--- src/rtl/fpu_lzd_pipe.sv ---
// Two-stage pipelined leading-one detector / normaliser with valid-ready handshakes.
// S1 holds the operand and per-nibble encodings; S2 holds the merged position, count and shifted operand.
module fpu_lzd_pipe #(
    parameter int WIDTH = 32,
    parameter int POS_W = $clog2(WIDTH)
) (
    input  logic             clk,
    input  logic             rst,
    input  logic             in_valid,
    output logic             in_ready,
    input  logic [WIDTH-1:0] in_data,
    output logic             out_valid,
    input  logic             out_ready,
    output logic [POS_W-1:0] out_pos,
    output logic [POS_W:0]   out_lzc,
    output logic             out_zero,
    output logic [WIDTH-1:0] out_norm
);

    localparam int NG = WIDTH / 4;
    localparam int LV = $clog2(NG);

    if (WIDTH < 4 || WIDTH > 64 || (WIDTH & (WIDTH - 1)) != 0 || POS_W < $clog2(WIDTH)) begin : g_bad_param
        $error("fpu_lzd_pipe: WIDTH must be a power of two in 4..64 and POS_W >= clog2(WIDTH)");
    end

    typedef enum logic {EMPTY, FULL} stage_e;

    stage_e s1_st_q, s1_st_d;
    stage_e s2_st_q, s2_st_d;

    logic [WIDTH-1:0] s1_data_q;
    logic [NG-1:0]    s1_gv_q, gv_d;
    logic [1:0]       s1_gp_q [NG];
    logic [1:0]       gp_d    [NG];

    logic [POS_W-1:0] s2_pos_q, pos_d;
    logic [POS_W:0]   s2_lzc_q, lzc_d;
    logic             s2_zero_q, zero_d;
    logic [WIDTH-1:0] s2_norm_q, norm_d;

    logic             tv [LV+1][NG];
    logic [POS_W-1:0] tp [LV+1][NG];

    logic s2_can_accept, s1_adv, in_fire;

    assign s2_can_accept = (s2_st_q == EMPTY) || out_ready;
    assign s1_adv        = (s1_st_q == FULL) && s2_can_accept;
    assign in_ready      = (s1_st_q == EMPTY) || s2_can_accept;
    assign in_fire       = in_valid && in_ready;

    always_comb begin
        s1_st_d = s1_st_q;
        s2_st_d = s2_st_q;
        case (s1_st_q)
            EMPTY:   if (in_fire) s1_st_d = FULL;
            FULL:    if (s1_adv && !in_fire) s1_st_d = EMPTY;
            default: s1_st_d = EMPTY;
        endcase
        case (s2_st_q)
            EMPTY:   if (s1_adv) s2_st_d = FULL;
            FULL:    if (out_ready && !s1_adv) s2_st_d = EMPTY;
            default: s2_st_d = EMPTY;
        endcase
    end

    // Per-nibble presence flag and local index of the highest set bit.
    always_comb begin
        gv_d = '0;
        for (int unsigned g = 0; g < NG; g++) begin
            gv_d[g] = |in_data[4*g +: 4];
            gp_d[g] = in_data[4*g+3] ? 2'd3 :
                      in_data[4*g+2] ? 2'd2 :
                      in_data[4*g+1] ? 2'd1 : 2'd0;
        end
    end

    // Pairwise merge: each level adds one position bit, upper child wins when it has a set bit.
    always_comb begin
        for (int unsigned k = 0; k <= LV; k++) begin
            for (int unsigned i = 0; i < NG; i++) begin
                tv[k][i] = 1'b0;
                tp[k][i] = '0;
            end
        end
        for (int unsigned i = 0; i < NG; i++) begin
            tv[0][i]      = s1_gv_q[i];
            tp[0][i][1:0] = s1_gp_q[i];
        end
        for (int unsigned k = 0; k < LV; k++) begin
            for (int unsigned i = 0; i < (NG >> (k + 1)); i++) begin
                tv[k+1][i] = tv[k][2*i+1] | tv[k][2*i];
                tp[k+1][i] = tv[k][2*i+1] ? (tp[k][2*i+1] | (POS_W'(1) << (k + 2)))
                                          : tp[k][2*i];
            end
        end
    end

    always_comb begin
        zero_d = !tv[LV][0];
        pos_d  = zero_d ? '0 : tp[LV][0];
        lzc_d  = zero_d ? (POS_W+1)'(WIDTH)
                        : (POS_W+1)'(WIDTH - 1) - {1'b0, tp[LV][0]};
        norm_d = s1_data_q << lzc_d;
    end

    always_ff @(posedge clk) begin
        if (rst) begin
            s1_st_q <= EMPTY;
            s2_st_q <= EMPTY;
        end else begin
            s1_st_q <= s1_st_d;
            s2_st_q <= s2_st_d;
        end
    end

    always_ff @(posedge clk) begin
        if (in_fire) begin
            s1_data_q <= in_data;
            s1_gv_q   <= gv_d;
            s1_gp_q   <= gp_d;
        end
        if (s1_adv) begin
            s2_pos_q  <= pos_d;
            s2_lzc_q  <= lzc_d;
            s2_zero_q <= zero_d;
            s2_norm_q <= norm_d;
        end
    end

    assign out_valid = (s2_st_q == FULL);
    assign out_pos   = out_valid ? s2_pos_q  : '0;
    assign out_lzc   = out_valid ? s2_lzc_q  : '0;
    assign out_zero  = out_valid ? s2_zero_q : 1'b0;
    assign out_norm  = out_valid ? s2_norm_q : '0;

endmodule

--- config.mk ---
export PLATFORM = sky130hd
export DESIGN_NAME = fpu_lzd_pipe
export DESIGN_NICKNAME = d
export VERILOG_FILES = /design/src/rtl/fpu_lzd_pipe.sv
export SDC_FILE = /design/constraint.sdc
export NUM_CORES = 1
export LEC_CHECK = 0
export BUFFER_PORTS_ARGS = -buffer_cell sky130_fd_sc_hd__buf_2
export CORE_MARGIN = 8
export CORE_UTILIZATION = 60
export CTS_CLUSTER_DIAMETER = 100
export DETAILED_ROUTE_END_ITERATION = 8
export HOLD_SLACK_MARGIN = 0.02
export MAX_ROUTING_LAYER = met4
export PLACE_DENSITY = 0.82
export SETUP_SLACK_MARGIN = 0.2
export SKIP_LAST_GASP = 1
export SLEW_MARGIN = 20
export SYNTH_ARGS = -nofsm -noshare
export SYNTH_HDL_FRONTEND = slang
export SYNTH_SLANG_ARGS = --single-unit
export TNS_END_PERCENT = 5
--- constraint.sdc ---
create_clock -name clk -period 8.2 [get_ports clk]
set_clock_uncertainty 0.05 [all_clocks]
set_input_delay 1.64 -clock clk [delete_from_list [all_inputs] [get_ports clk]]
set_output_delay 1.64 -clock clk [all_outputs]
set_load 0.1 [all_outputs]
* Word-level counts from Yosys, hierarchy flattened
Index checks and enable logic that the tools add are counted.
** Storage, ports and cells
- Bits in registers :: 102
- Output and inout port bits :: 46
- Logic and storage cells :: 94
- Input port bits :: 36
** Cells by class
- Bitwise gates (word level) :: 9
- Shift-type cells :: 1
- Multiplexer cells :: 34
- Reductions and logical operators :: 25
- $add $sub $neg :: 1
** Operator list (count)
- 2-to-1 mux 32 bit :: 1
- OR reduction 4 bit :: 8
- left shift 32 x 6 -> 32 bit :: 1
- 2-to-1 mux 1 bit :: 21
- OR reduction 2 bit :: 8
- 2-to-1 mux 3 bit :: 4
- 2-to-1 mux 6 bit :: 2
- 2-to-1 mux 5 bit :: 2
- 2-to-1 mux 4 bit :: 2
- bitwise OR 1 bit :: 7
- subtractor 5 x 5 -> 6 bit, first input constant :: 1
- logical AND 1 bit :: 4
- case mux 1 bit (2 select lines) :: 2
- logical NOT 1 bit :: 3
- logical OR 1 bit :: 2
- inverter 1 bit :: 2

* Logic depth before layout (Yosys ltp)
Gate-level depths: netlist (run 1).
- Word-level depth :: 8
- Mapped depth :: 13
- Depth with buffers taken out :: 9

* Worst setup path before layout (run 1)
OpenSTA, ideal clock, no wires.
- Path kind :: input to register
- From :: input port out_ready
- To :: register s1_data_q[0] (enable)
- Data required time :: 7.731 ns
- Stages :: 3
- Library setup time :: 0.419 ns
- Data arrival time :: 3.823 ns
- Path buffers :: 0
- Setup slack :: 3.907 ns
- Path through :: nor2b_1 nand2_1 and2_1
** On the way
- Word-level cells in the longest chain between the ends :: 3
** Ends and longest elaborated chain
- start, declared :: line 13 : input logic out_ready,
- logical OR 1 bit :: line 47 : assign s2_can_accept = (s2_st_q == EMPTY) || out_ready;
- logical OR 1 bit :: line 49 : assign in_ready = (s1_st_q == EMPTY) || s2_can_accept;
- via in_ready :: line 10 : output logic in_ready,
- logical AND 1 bit :: line 50 : assign in_fire = in_valid && in_ready;
- via in_fire :: line 45 : logic s2_can_accept, s1_adv, in_fire;
- end signal, assigned :: line 119 : s1_data_q <= in_data;
- end, declared :: line 32 : logic [WIDTH-1:0] s1_data_q;
The timed path passes the listed nets, and every way through them passes these cells.
A chain may end at the register's enable or synchronous reset.

* Worst setup path in the final report (run 1)
- From :: input port out_ready
- To :: output port in_ready
** On the way
- Word-level cells in the longest chain between the ends :: 2
** Ends and longest elaborated chain (line)
- logical OR 1 bit :: 47
- logical OR 1 bit :: 49
- end, declared :: 10
No other way between the ends.

==> results.md, run 1 <==
* Outcome: complete, no violations
* CP Class: in -> out
* Cells after synthesis at 578
* Max-Cap Viols at 0
* Vias in the first global route at 4813
* Layout cells sized above 1 at 23.4%
* Filler Cell Count at 803
* H-Tree Depth at 3
* First-pass GRT wire length at 26200 um
* Max FO, Critical Path at 4
* PwrDens at 176 mW/mm^2
* WP data arrival at 2.49 ns
* Avg Cell Area, Syn at 10.6 sq um
* Global route overflow at 0
* Fin worst setup slack at 4.02 ns
* IO Port Bufs at 81
* WL final at 16900 um
* Distinct cells, synth at 84
* Synthesis Warnings at 0
* Ys flop type: edfxtp_1
* Post-cts hold buffer count at 0
* Initial DRC count at 574
* Comb pwr share at 21.5%
* CP Capture Type: output pin
* Initial antenna violation count at 0
* RSZ-0062 raised after global routing: false
* Die H at 117 um
* Top-count cell post-synth: edfxtp_1
* Initial Util at 60.6%
* Switch Pwr at 0.368 mW
* Vias/cell at 6.47
* Sw Ratio at 31.0%
* Worst Tran Pin Value at 1.10 ns
* Num ports at 82
* Core ar. at 0.0101 sq mm
* Fin util at 66.9%
* Startpoint types: input pin
* GRT Overall Usage at 26.1%
* Area grow syn2layout at 10.4%
* Clk pin slew, worst setup/hold paths at 0.09 ns
* Int Pwr at 0.819 mW
* Minimum clock period at 4.18 ns
* Avg WL per Cell at 21.6 um
* Row count at 37
* Worst-Skew Late Latency at 0.38 ns
* Largest area contributor in the netlist: edfxtp_1
* Post-CTS Resized at 0
* Leakage power at 2.59 nW
* Die X at 117 um
* Slew Viols, Final at 0
* Via count at 5043
* Async SR Flop Fraction at 0%
* Post-synthesis net count at 614
* Cell Area, Synth at 0.00611 sq mm
* Final setup vio count at 0
* Routed Antenna Nets at 0
* Fin nets at 675
* Setup WS pre-CTS at 4.02 ns
* Critical Path RT at 6.51 ns
* Largest net degree at the start of global routing at 57
* Post-synthesis sequential area ratio at 49.3%
* Main area contributors after synthesis: edfxtp_1 49%, and2_1 4.7%, o21ai_0 2.8%, nor2_1 2.5%, nand2_1 2.1%
* Worst IR Drop VDD at 0.117 mV
* Drc violations at 0
* Peak Freq at 0.239 GHz
* Max_slew headroom at 26.2%
* CTS tree: yes
* Setup repair bufs after CTS at 0
* Post-synth top cells: 99 x edfxtp_1, 46 x and2_1, 41 x nor2_1
* Hold Violations, Final at 0
* Part of the power in registers at 52.4%
* Clock power share at 26.1%
* Number of synthesized flops with an enable pin at 99
* DIE AREA at 0.0137 sq mm
* Post-synth top area share at 48.6%
* Root buf cell: clkbuf_8
* Synth Register Bits at 101
* Worst hold slack at 0.498 ns
* # diodes at 0
* Clock buffer depth at 2
* Post-DP HPWL at 12300 um
* Area after DPL at 0.00654 sq mm
* Hold Crit Class: reg -> reg
* Design area at 0.00675 sq mm
* DRT Pass-1 Iters at 7
* Period utilization at 51.0%
* Sink Count at 101
* Total CTS buffers at 9
* Gp weighted congestion at 0.990
* Setup tns final at 0 ns
==> area by class of cell <==
type | instances | area, sq um | area share, %
flip-flops and latches | 101 | 3010 | 44.7
multi-input cells | 416 | 2800 | 41.5
repair buffers | 92 | 500 | 7.42
well taps | 136 | 170 | 2.52
clock buffers | 10 | 128 | 1.89
inverters | 19 | 73.8 | 1.09
clock inverters | 6 | 62.6 | 0.927
==> kinds of logic (layout without fill, tap and decap cells) <==
logic type / after synthesis / count (layout) / synth area share [%]
AND/OR/NAND/NOR: 209 / 209 / 18.4
AO/OA/AOI/OAI: 192 / 192 / 24.5
flip-flops: 101 / 101 / 49.3
buffers and inverters: 61 / 127 / 5.07
multiplexers: 15 / 15 / 2.78
==> cell usage in the layout, fill, tap and decap left out, drive strengths merged, types with 14 or more instances in the layout <==
| cell | netlist | layout |
|---|---|---|
| inv | 19 | 20 |
| and2 | 46 | 46 |
| a21o | 14 | 14 |
| nor2 | 44 | 44 |
| nand2 | 37 | 37 |
| buf | 22 | 92 |
| nand3 | 19 | 19 |
| a211oi | 20 | 20 |
| a21oi | 22 | 22 |
| o21ai | 37 | 37 |
| edfxtp | 99 | 99 |
==> worst paths after layout <==
check	slack [ns]	startpoint	cells after the start	endpoint
worst max register to register	4.20	s1_gv_q[3]	10	s2_norm_q[19]
worst min register to register	0.50	s1_st_q	2	out_valid
worst min-delay path	0.50	s1_st_q	2	out_valid
worst max-delay path	4.02	out_ready	4	in_ready
==> through the flow <==
step | power (mW) | cells
CTS | 1.19 | 779
floorplan | 0.822 | 578
global placement | 0.881 | 763
global route | 1.23 | 780
finish | 1.19 | 780
detailed placement | 0.884 | 763
==> per-layer routing <==
metal / wire length (um) / share of wire (%) / global-route usage (%) / up-vias
met4: 648 / 3.8 / 12.0 / 0
met2: 7770 / 46 / 40.3 / 277
met3: 1490 / 8.8 / 4.87 / 55
met1: 6950 / 41 / 32.9 / 2361
met5: 0 / 0 / - / -
li1: - / - / - / 2350
==> registers in the layout, summed over array words and instances (netlist names) <==
name / flops
s1_st_q: 1
s2_norm_q: 32
s1_gp_q: 16
s2_pos_q: 5
s1_gv_q: 8
out_valid: 1
s1_data_q: 32
s2_lzc_q: 6
==> power by group through the flow <==
stage	sequential [mW]	combinational, mW	clock [mW]
2_1_floorplan	0.627	0.195	0
3_3_place_gp	0.632	0.249	0
3_5_place_dp	0.634	0.251	0
4_1_cts	0.622	0.251	0.312
5_1_grt	0.626	0.271	0.331
6_report	0.622	0.255	0.310
==> critical path: stages <==
cell and delay (ns):
buf_2 0.10, nor2b_1 0.32, nand2_1 0.12, buf_2 0.31
No activity file was read; power rests on OpenSTA's default activity.
==> run 2, diff against run 1 <==
--- a/config.mk
+++ b/config.mk
@@ -5,14 +5,15 @@
 export SDC_FILE = /design/constraint.sdc
 export NUM_CORES = 1
 export LEC_CHECK = 0
+export ABC_AREA = 1
 export BUFFER_PORTS_ARGS = -buffer_cell sky130_fd_sc_hd__buf_2
 export CORE_MARGIN = 8
-export CORE_UTILIZATION = 60
+export CORE_UTILIZATION = 52
 export CTS_CLUSTER_DIAMETER = 100
 export DETAILED_ROUTE_END_ITERATION = 8
 export HOLD_SLACK_MARGIN = 0.02
 export MAX_ROUTING_LAYER = met4
-export PLACE_DENSITY = 0.82
+export PLACE_DENSITY = 0.75
 export SETUP_SLACK_MARGIN = 0.2
 export SKIP_LAST_GASP = 1
 export SLEW_MARGIN = 20
==> constraint.sdc (replaced) <==
create_clock -name clk -period 3.75 [get_ports clk]
set_clock_uncertainty 0.05 [all_clocks]
set_input_delay 0.75 -clock clk [delete_from_list [all_inputs] [get_ports clk]]
set_output_delay 0.75 -clock clk [all_outputs]
set_load 0.1 [all_outputs]
==> run 2 against run 1 <==
Against the previous run:
- die area up 9.6%
- routed wire length decreased by 15%
- hold slack worse by 0.017 ns
- sequential power increased by 120%
- register-to-register slack worse by 3.6 ns
- global-route usage down 5.4 points
==> results.md, run 2 <==
* Routed Antenna Nets at 0 (unchanged)
* Max_slew headroom at 40.3% (+14 points)
* Initial antenna violation count at 0 (unchanged)
* Vias/cell at 5.32 (-18%)
* Core ar. at 0.0112 sq mm (+11%)
* GRT Overall Usage at 20.7% (-5.4 points)
* Worst-Skew Late Latency at 0.35 ns (-0.03 ns)
* Slew Viols, Final at 0 (unchanged)
* Post-synth top area share at 50.5% (+1.9 points)
* Die X at 122 um (+4.7%)
* Peak Freq at 0.322 GHz
* Worst IR Drop VDD at 0.227 mV (+94%)
* Initial DRC count at 395 (-31%)
* Post-synth top cells: 188 x nand3_1, 176 x nand2_1, 104 x inv_1
* Post-cts hold buffer count at 0 (unchanged)
* Largest area contributor in the netlist: edfxtp_1
* Async SR Flop Fraction at 0% (unchanged)
* Largest regs: s1_data_q (32), s2_norm_q (32), s1_gp_q (16)
* DIE AREA at 0.0150 sq mm (+9.6%)
* Clock buffer depth at 2 (unchanged)
* Fin util at 58.9% (-8.0 points)
* Reg2reg path depth at 13 (+3)
* Period utilization at 82.9%
* Root buf cell: clkbuf_16
* WL final at 14300 um (-15%)
* Minimum clock period at 3.11 ns
* Critical Path RT at 3.92 ns (-2.59 ns)
* CP Class: reg -> reg
* Drc violations at 0 (unchanged)
* Leakage power at 3.38 nW (+31%)
* Area after DPL at 0.00633 sq mm (-3.2%)
* H-Tree Depth at 3 (unchanged)
* Max FO, Critical Path at 38 (+34)
* Via count at 5027 (-0.32%)
* Filler Cell Count at 1069 (+33%)
* Setup tns final at 0 ns (unchanged)
* Main area contributors after synthesis: edfxtp_1 50%, nand3_1 16%, nand2_1 11%, inv_1 6.6%, nor2_1 3.3%
* Top-count cell post-synth: nand3_1
* Post-synthesis net count at 772 (+26%)
* Setup WS pre-CTS at 0.672 ns (-3.35 ns)
* RSZ-0062 raised after global routing: false
* Hold Violations, Final at 0 (unchanged)
* Worst Tran Pin Value at 0.896 ns (-0.206 ns)
* Setup repair bufs after CTS at 0 (unchanged)
* Post-synthesis sequential area ratio at 51.2% (+1.9 points)
* Distinct cells, synth at 27 (-68%)
* CTS tree: yes
* Cell Area, Synth at 0.00589 sq mm (-3.7%)
* Synthesis Warnings at 0 (unchanged)
* CP Capture Type: flop
* IO Port Bufs at 81 (unchanged)
* Fin worst setup slack at 0.641 ns (-3.38 ns)
* WP data arrival at 3.28 ns (+0.79 ns)
* Global route overflow at 0 (unchanged)
* Final setup vio count at 0 (unchanged)
* Design area at 0.00661 sq mm (-2.0%)
* Num ports at 82 (unchanged)
* Avg WL per Cell at 15.1 um (-30%)
* PwrDens at 415 mW/mm^2 (+140%)
* Fin nets at 833 (+23%)
* Total CTS buffers at 9 (unchanged)
* Worst hold path stage count at 2 (unchanged)
* Number of synthesized flops with an enable pin at 99 (unchanged)
* Post-DP HPWL at 10700 um (-13%)
* Reg-to-reg slack, setup at 0.64 ns (-3.56 ns)
* Startpoint types: flop
* Clk pin slew, worst setup/hold paths at 0.07 ns (-0.02 ns)
* Commonest non-fill, non-tap cells in the layout: 188 x nand3_1, 176 x nand2_1, 103 x inv_1, 99 x edfxtp_1, 81 x buf_2
* Avg Cell Area, Syn at 8.00 sq um (-24%)
* Row count at 39 (+5.4%)
* Area grow syn2layout at 12.3%
* Hold Crit Class: reg -> reg
* Post-CTS Resized at 0 (unchanged)
* Layout cells sized above 1 at 16.3% (-7.1 points)
* Max-Cap Viols at 0 (unchanged)
* DRT Pass-1 Iters at 5 (-2)
* Cells after synthesis at 736 (+27%)
* Outcome: complete, no violations
* # diodes at 0 (unchanged)
* Ys flop type: edfxtp_1
* Synth Register Bits at 101 (unchanged)
* Commonest non-fill, non-tap cell in the layout: nand3_1
* Sink Count at 101 (unchanged)
* Largest net degree at the start of global routing at 57 (unchanged)
* Gp weighted congestion at 0.919 (-7.1%)
* Initial Util at 52.5% (-8.1 points)
* Die H at 122 um (+4.7%)
* Vias in the first global route at 4698 (-2.4%)
* First-pass GRT wire length at 23600 um (-9.9%)
run 2: routing by layer:
metal	vias up	GRT usage (%)	share of wire (%)
met5	-	-	0
met4	0	7.62	1.9
met3	21	4.51	7.1
met2	188	31.8	46
met1	2278	26.5	45
li1	2540	-	-
run 2: final timing paths:
kind | startpoint | end
max | s1_gv_q[7] | s2_norm_q[24]
max reg2reg | s1_gv_q[7] | s2_norm_q[24]
min | s1_st_q | out_valid
min reg2reg | s1_st_q | out_valid
run 2: cell families (layout without fill, tap and decap cells):
group / Yosys count / after routing / synth area share, %
flip-flops: 101 / 101 / 51.2
AO/OA/AOI/OAI: 41 / 41 / 3.85
AND/OR/NAND/NOR: 443 / 443 / 34.2
buffers and inverters: 151 / 217 / 10.8
run 2: critical path, cell delays in order (launching register included):
cell and delay [ns]:
edfxtp_1 0.46, inv_2 0.13, nand2_4 0.08, nor2_8 0.33, nand2_2 0.30, nand2_2 0.59, nand2_1 0.20, nor2_1 0.22
inv_1 0.06, nor2_1 0.12, nand2_1 0.09, nand3_1 0.16, nand2_1 0.07, nor2_1 0.10
run 2: stage by stage:
stage	total power, mW	cells	hold WS [ns]
finish	2.74	945	0.481
global route	2.86	945	0.502
CTS	2.75	945	0.480
detailed placement	1.86	929	0.469
global placement	1.86	929	0.455
floorplan	1.75	736	0.413
run 2: power breakdown:
group          total, mW  internal, mW  leakage (nW)  switching (mW)
sequential          1.34          1.32         0.942          0.0212
combinational      0.504         0.124          2.31           0.380
clock              0.897         0.505         0.133           0.391
run 2: layout make-up:
type,instances,area [sq um],area share (%)
Clock buffer,9,225,3.41
Clock inverter,7,56.3,0.852
Inverter,112,422,6.38
Multi-Input combinational cell,484,2250,34.0
Sequential cell,101,3010,45.6
Tap cell,143,179,2.71
Timing Repair Buffer,89,465,7.04
